File: config.mk
export PLATFORM = sky130hd
export DESIGN_NAME = writeback_arb_l6
export DESIGN_NICKNAME = d
export VERILOG_FILES = /design/src/rtl/writeback_arb_l6.sv
export SDC_FILE = /design/constraint.sdc
export NUM_CORES = 1
export LEC_CHECK = 0
export BUFFER_PORTS_ARGS = -buffer_cell sky130_fd_sc_hd__buf_2
export CORE_AREA = 5 5 149 151
export DETAILED_ROUTE_END_ITERATION = 8
export DIE_AREA = 0 0 154 156
export SETUP_SLACK_MARGIN = 0.2
export SYNTH_ARGS = -nofsm -noshare
export SYNTH_HDL_FRONTEND = slang
export SYNTH_SLANG_ARGS = --single-unit
File: constraint.sdc
create_clock -name clk -period 8.7 [get_ports clk]
set_input_delay 2.175 -clock clk [delete_from_list [all_inputs] [get_ports clk]]
set_output_delay 2.175 -clock clk [all_outputs]
set_load 0.01 [all_outputs]
File: src/rtl/writeback_arb_l6.sv
// Writeback arbiter: round-robin selection among execute-unit X->W channels into a
// one-entry completion register that feeds commit and the physical register file.
module writeback_arb_l6 #(
    parameter int p_num_pipes      = 3,
    parameter int p_seq_num_bits   = 5,
    parameter int p_phys_addr_bits = 6
) (
    input  logic                                    clk,
    input  logic                                    rst,

    input  logic [p_num_pipes-1:0]                  X_val,
    output logic [p_num_pipes-1:0]                  X_rdy,
    input  logic [p_num_pipes*32-1:0]               X_pc,
    input  logic [p_num_pipes*p_seq_num_bits-1:0]   X_seq_num,
    input  logic [p_num_pipes*5-1:0]                X_waddr,
    input  logic [p_num_pipes*32-1:0]               X_wdata,
    input  logic [p_num_pipes-1:0]                  X_wen,
    input  logic [p_num_pipes*p_phys_addr_bits-1:0] X_preg,
    input  logic [p_num_pipes*p_phys_addr_bits-1:0] X_ppreg,

    output logic                                    rf_wen,
    output logic [p_phys_addr_bits-1:0]             rf_waddr,
    output logic [31:0]                             rf_wdata,

    output logic                                    C_val,
    input  logic                                    C_rdy,
    output logic [31:0]                             C_pc,
    output logic [p_seq_num_bits-1:0]               C_seq_num,
    output logic [4:0]                              C_waddr,
    output logic [31:0]                             C_wdata,
    output logic                                    C_wen,
    output logic [p_phys_addr_bits-1:0]             C_preg,
    output logic [p_phys_addr_bits-1:0]             C_ppreg
);

    localparam int PTR_W = (p_num_pipes > 1) ? $clog2(p_num_pipes) : 1;
    localparam logic [PTR_W:0] NUM_S = (PTR_W+1)'(p_num_pipes);
    localparam logic [PTR_W:0] ONE_S = (PTR_W+1)'(1);

    // Writes to architectural x0 are dropped here so commit and the regfile never see them.
    function automatic logic eff_wen(input logic wen, input logic [4:0] waddr);
        return wen & (waddr != 5'd0);
    endfunction

    logic [PTR_W-1:0]            ptr_p1;
    logic [PTR_W-1:0]            nxt_ptr;
    logic [p_num_pipes-1:0]      grant;
    logic                        found;
    logic [PTR_W:0]              scan_idx;
    logic [PTR_W:0]              wrap_idx;
    logic                        can_accept;
    logic                        x_xfer;

    logic [31:0]                 sel_pc;
    logic [p_seq_num_bits-1:0]   sel_seq;
    logic [4:0]                  sel_waddr;
    logic [31:0]                 sel_wdata;
    logic                        sel_wen;
    logic [p_phys_addr_bits-1:0] sel_preg;
    logic [p_phys_addr_bits-1:0] sel_ppreg;

    logic                        vld_p1;
    logic [31:0]                 pc_p1;
    logic [p_seq_num_bits-1:0]   seq_p1;
    logic [4:0]                  waddr_p1;
    logic [31:0]                 wdata_p1;
    logic                        wen_p1;
    logic [p_phys_addr_bits-1:0] preg_p1;
    logic [p_phys_addr_bits-1:0] ppreg_p1;

    // Stage p0: round-robin scan starting at ptr, first valid pipe wins.
    always_comb begin
        grant    = '0;
        nxt_ptr  = ptr_p1;
        found    = 1'b0;
        scan_idx = '0;
        wrap_idx = '0;
        for (int k = 0; k < p_num_pipes; k++) begin
            scan_idx = {1'b0, ptr_p1} + (PTR_W+1)'(k);
            if (scan_idx >= NUM_S) begin
                scan_idx = scan_idx - NUM_S;
            end
            if (!found && X_val[scan_idx[PTR_W-1:0]]) begin
                found = 1'b1;
                grant[scan_idx[PTR_W-1:0]] = 1'b1;
                wrap_idx = scan_idx + ONE_S;
                if (wrap_idx >= NUM_S) begin
                    wrap_idx = '0;
                end
                nxt_ptr = wrap_idx[PTR_W-1:0];
            end
        end
    end

    always_comb begin
        sel_pc    = '0;
        sel_seq   = '0;
        sel_waddr = '0;
        sel_wdata = '0;
        sel_wen   = 1'b0;
        sel_preg  = '0;
        sel_ppreg = '0;
        for (int i = 0; i < p_num_pipes; i++) begin
            if (grant[i]) begin
                sel_pc    = X_pc[32*i +: 32];
                sel_seq   = X_seq_num[p_seq_num_bits*i +: p_seq_num_bits];
                sel_waddr = X_waddr[5*i +: 5];
                sel_wdata = X_wdata[32*i +: 32];
                sel_wen   = X_wen[i];
                sel_preg  = X_preg[p_phys_addr_bits*i +: p_phys_addr_bits];
                sel_ppreg = X_ppreg[p_phys_addr_bits*i +: p_phys_addr_bits];
            end
        end
    end

    assign can_accept = ~vld_p1 | C_rdy;
    assign X_rdy      = grant & {p_num_pipes{can_accept}};
    assign x_xfer     = can_accept & found;

    // Stage p1: completion register; a new load takes priority over a plain drain.
    always_ff @(posedge clk) begin
        if (rst) begin
            ptr_p1   <= '0;
            vld_p1   <= 1'b0;
            pc_p1    <= '0;
            seq_p1   <= '0;
            waddr_p1 <= '0;
            wdata_p1 <= '0;
            wen_p1   <= 1'b0;
            preg_p1  <= '0;
            ppreg_p1 <= '0;
        end else if (x_xfer) begin
            ptr_p1   <= nxt_ptr;
            vld_p1   <= 1'b1;
            pc_p1    <= sel_pc;
            seq_p1   <= sel_seq;
            waddr_p1 <= sel_waddr;
            wdata_p1 <= sel_wdata;
            wen_p1   <= eff_wen(sel_wen, sel_waddr);
            preg_p1  <= sel_preg;
            ppreg_p1 <= sel_ppreg;
        end else if (vld_p1 && C_rdy) begin
            vld_p1   <= 1'b0;
            pc_p1    <= '0;
            seq_p1   <= '0;
            waddr_p1 <= '0;
            wdata_p1 <= '0;
            wen_p1   <= 1'b0;
            preg_p1  <= '0;
            ppreg_p1 <= '0;
        end
    end

    assign C_val     = vld_p1;
    assign C_pc      = pc_p1;
    assign C_seq_num = seq_p1;
    assign C_waddr   = waddr_p1;
    assign C_wdata   = wdata_p1;
    assign C_wen     = wen_p1;
    assign C_preg    = preg_p1;
    assign C_ppreg   = ppreg_p1;

    // The regfile write fires only on the commit handshake, so each entry writes once.
    assign rf_wen   = vld_p1 & C_rdy & wen_p1;
    assign rf_waddr = preg_p1;
    assign rf_wdata = wdata_p1;

endmodule

==> results.md <==
- The number of setup buffers added after CTS is 0.
- The number of placed instances with taps included is ~1100.
- The clock-pin slew of the registers on the worst-case setup and hold paths is 60 ps.
- The flip-flop and latch count after synthesis is 90.
- The final hold violation count is 0.
- The setup TNS is 0 ps.
- The class of the most critical hold timing path is flop to flop.
- STA classifies the critical path endpoint as a primary output.
- The reported leakage power is 3.46 nW.
- The number of flops mapped to enable cells by yosys is 0.
- The dominant combinational cell family by area after synthesis is compound AO/OA/AOI/OAI gates.
- For the final database, setup skew stands at 5.81 ps.
- For this run, the number of Yosys warnings is 0.
- After detailed routing, the number of remaining DRC violations is 0.
- For this configuration, the core starts out at a cell density of 0.255.
- The layout has 2195 filler cells.
- For this design, the sink count on the clock tree is 90.
- Of the total synthesized cell area, the portion taken by AND, OR, NAND and NOR gates is 0.155.
- Of the available clock period, the critical path in the final layout requires 0.695.
- In this run the core area contains 53 standard-cell rows.
- The arrival time at the worst endpoint is ~3900 ps.
- The share of the synthesized area in compound gates (AO/OA/AOI/OAI) was 0.374.
- The share of the Yosys chip area taken by registers is 0.341.
- Measured against the total synthesized area, the mux share comes to 0.00781.
- The adder and majority gate portion of the synthesized area is 0.00947.
- The final count of negative-setup-slack endpoints is 0.
- The worst setup path is launched from an input pin.
- The first global-routing pass estimated 31.1 mm of wire.
- The mean area per synthesized cell is 9.66 um^2.
- At the later pin of the worst-skew pair, clock insertion delay measures 340 ps.
- The final layout contains 1132 nets.
- Global routing finished with a remaining overflow of 0.
- The die is 156 um tall.
- The number of iterations in the first detailed-routing pass is 5.
- The count of vias placed by the detailed router is between 5000 and 6000.
- Overall power consumption after layout is estimated at between 0.003 and 0.004 W.
- The proportion of netlist area held by the largest area contributor is 0.341.
- The global-route total usage across every layer is 0.159.
- Entering global routing, the biggest net connects 85 pins.
- Pin placement for this block handled 397 I/O pins.
- In the synthesized netlist the dominant register cell turns out to be dfxtp_1.
- The number of instances in the synthesized netlist is 547.
- Input and output buffers added on the ports amount to a little under 400.
- After the flow finishes, the layout carries non-filler instances totaling 1141.
- In the final layout, the share of cells above drive strength 1 is 0.498.
- Setup slack on the critical path of the routed design comes to 2660 ps.
- Setup repair after global routing left no endpoint under its margin.
- The number of slew-limit violations in the final report came to 0.
- The via count of the first global-routing pass came to 5694.
- The repair_antennas step left the layout with diodes totalling 0.
- The CTS tree is yes.
- In this run, post-CTS hold repair placed 0 buffers.
- The xor/xnor cell area share of the yosys netlist is 0.
- The cell type with the highest aggregate area in the netlist is dfxtp_1.
- The area of the core region is 20700 um^2.
- The ratio of total power to cell area is between 400 and 500 nW/um^2.
- The longest clock path from root to sink contains 2 buffers.
- The run finished with clean final reports.
- The minimum clock period after layout is 6040 ps.
- In this run the tightest slew margin relative to its limit is 0.317.
- The mean routed wirelength per cell is ~18 um.
- The HPWL after detailed placement is 15.8 mm.
- The die covers 24000 um^2.
- The post-synthesis net count is around 820.
- The mapped netlist covers 5290 um^2.
- The setup path with the least slack is of type input pin to primary output.
- Counting the buffers created by CTS gives 9.
- The required arrival time at the worst endpoint is 6530 ps.
- The number of antenna violations at the first check in global routing is 1.
- In the synthesized netlist the async set-or-reset flop fraction comes to 0.
- For this run, the top clock speed supported by timing is 165 MHz.
- Before CTS, the worst setup slack after placement is 2680 ps.
- Yosys mapped the design onto 52 distinct sky130hd cell types.
- The tool flagged a number of max-cap violations equal to 0.
- The hold slack is 459 ps.
- The horizontal die dimension is about 150 um.
- The clock tree synthesis step divided the H-tree into 3 levels.
- Wires add up to slightly above 20 mm.
- By area the synthesized netlist is led by dfxtp_1 34%, a221o_1 16%, a32o_1 15%.
- The starting DRC count in detailed routing is 379.
- The root buffer selected by CTS is clkbuf_16.
- In this run the worst path has a maximum fanout of 9.
- Once detail routing completed, the nets flagged for antenna violations numbered 0.
- Routability-driven placement finished with a final weighted congestion of 0.871.
- The via density per instance is 5.12.
- For the pin with the worst max-slew slack, the measured transition is between 1000 and 1500 ps.
- From synthesis to final layout, the design area changed by 40.1%.
- Gates resized during post-CTS repair numbered 0.
- The maximum resistive drop on vdd is 0.137 mV.
==> layer usage <==
metal / track usage / share of wire / vias up
li1: - / - / 2775
met1: 0.196 / 0.39 / 2710
met2: 0.270 / 0.49 / 326
met3: 0.0427 / 0.099 / 29
met4: 0.0538 / 0.020 / 2
met5: 0 / 0.00063 / -
==> cells in the final DEF, fill, tap and decap left out, types with 3 or more instances in the layout <==
master	instances
a21oi_1	6
a221o_1	82
a22oi_1	3
a31oi_1	3
a32o_1	81
buf_2	396
buf_4	5
clkbuf_16	9
dfxtp_1	90
ha_1	4
inv_1	8
mux2i_1	3
nand2_1	5
nand2b_1	80
nor2_1	16
nor2_4	3
nor2b_1	3
nor3_1	4
o2111ai_1	3
o21a_1	4
o21ai_0	9
or2b_1	4
==> logic make-up (layout without fill, tap and decap cells) <==
family,Yosys count,in the layout
buffers and inverters,106,425
AO/OA/AOI/OAI,208,208
AND/OR/NAND/NOR,135,135
multiplexers,4,4
flip-flops,90,90
adder cells (fa/ha/maj),4,4
==> synthesized netlist by cell type (all sizes together), types with 4 or more instances <==
| cell type | number |
|---|---|
| or2b | 4 |
| nand2b | 80 |
| a32o | 81 |
| nor2 | 19 |
| o21ai | 9 |
| buf | 72 |
| nor3 | 4 |
| ha | 4 |
| dfxtp | 90 |
| nor2b | 4 |
| a21oi | 6 |
| o21a | 4 |
| clkbuf | 26 |
| inv | 8 |
| nand2 | 7 |
| a221o | 82 |
==> critical path: stages <==
cell and delay (ps):
buf_2 160, mux2i_1 240, o22ai_2 170, or4_1 670, and2_4 240, nor2_1 90
buf_2 130
==> report_power, final <==
part           internal [W]  switching [W]  total [W]
sequential         0.000634       0.000138   0.000772
combinational      0.000838        0.00105    0.00189
clock              0.000224       0.000172   0.000396
total               0.00170        0.00136    0.00306
==> flip-flops by register name (all words and copies together) (netlist names) <==
signal     count
ptr_p1         2
C_pc          32
C_waddr        5
C_preg         6
C_ppreg        6
C_wen          1
C_val          1
C_seq_num      5
C_wdata       32
==> worst paths after layout <==
check                  from        to  slack, ps  cells past startpoint
setup reg to reg  ptr_p1[0]   C_pc[0]       4210                     10
hold reg to reg    C_pc[31]  C_pc[31]        460                      1
setup / recovery   X_val[1]  X_rdy[2]       2660                      7
hold / removal     C_pc[31]  C_pc[31]        460                      1
==> cell type report <==
cell class                 instances  area (um^2)  area share
inverter                           8         30.0     0.00406
multi-input combinational        351         2910       0.394
timing repair buffer             401         2020       0.273
clock buffer                      10          229      0.0309
clock inverter                     6         65.1     0.00879
tap                              275          344      0.0465
sequential                        90         1800       0.243
==> per-stage QoR <==
step / area (um^2) / utilization
2_1_floorplan: 5290 / -
3_3_place_gp: 7110 / 0.344
3_5_place_dp: 7110 / 0.344
4_1_cts: 7400 / 0.358
5_1_grt: 7400 / 0.358
6_report: 7400 / 0.358
Note: power is estimated with default switching activity, not from simulation.
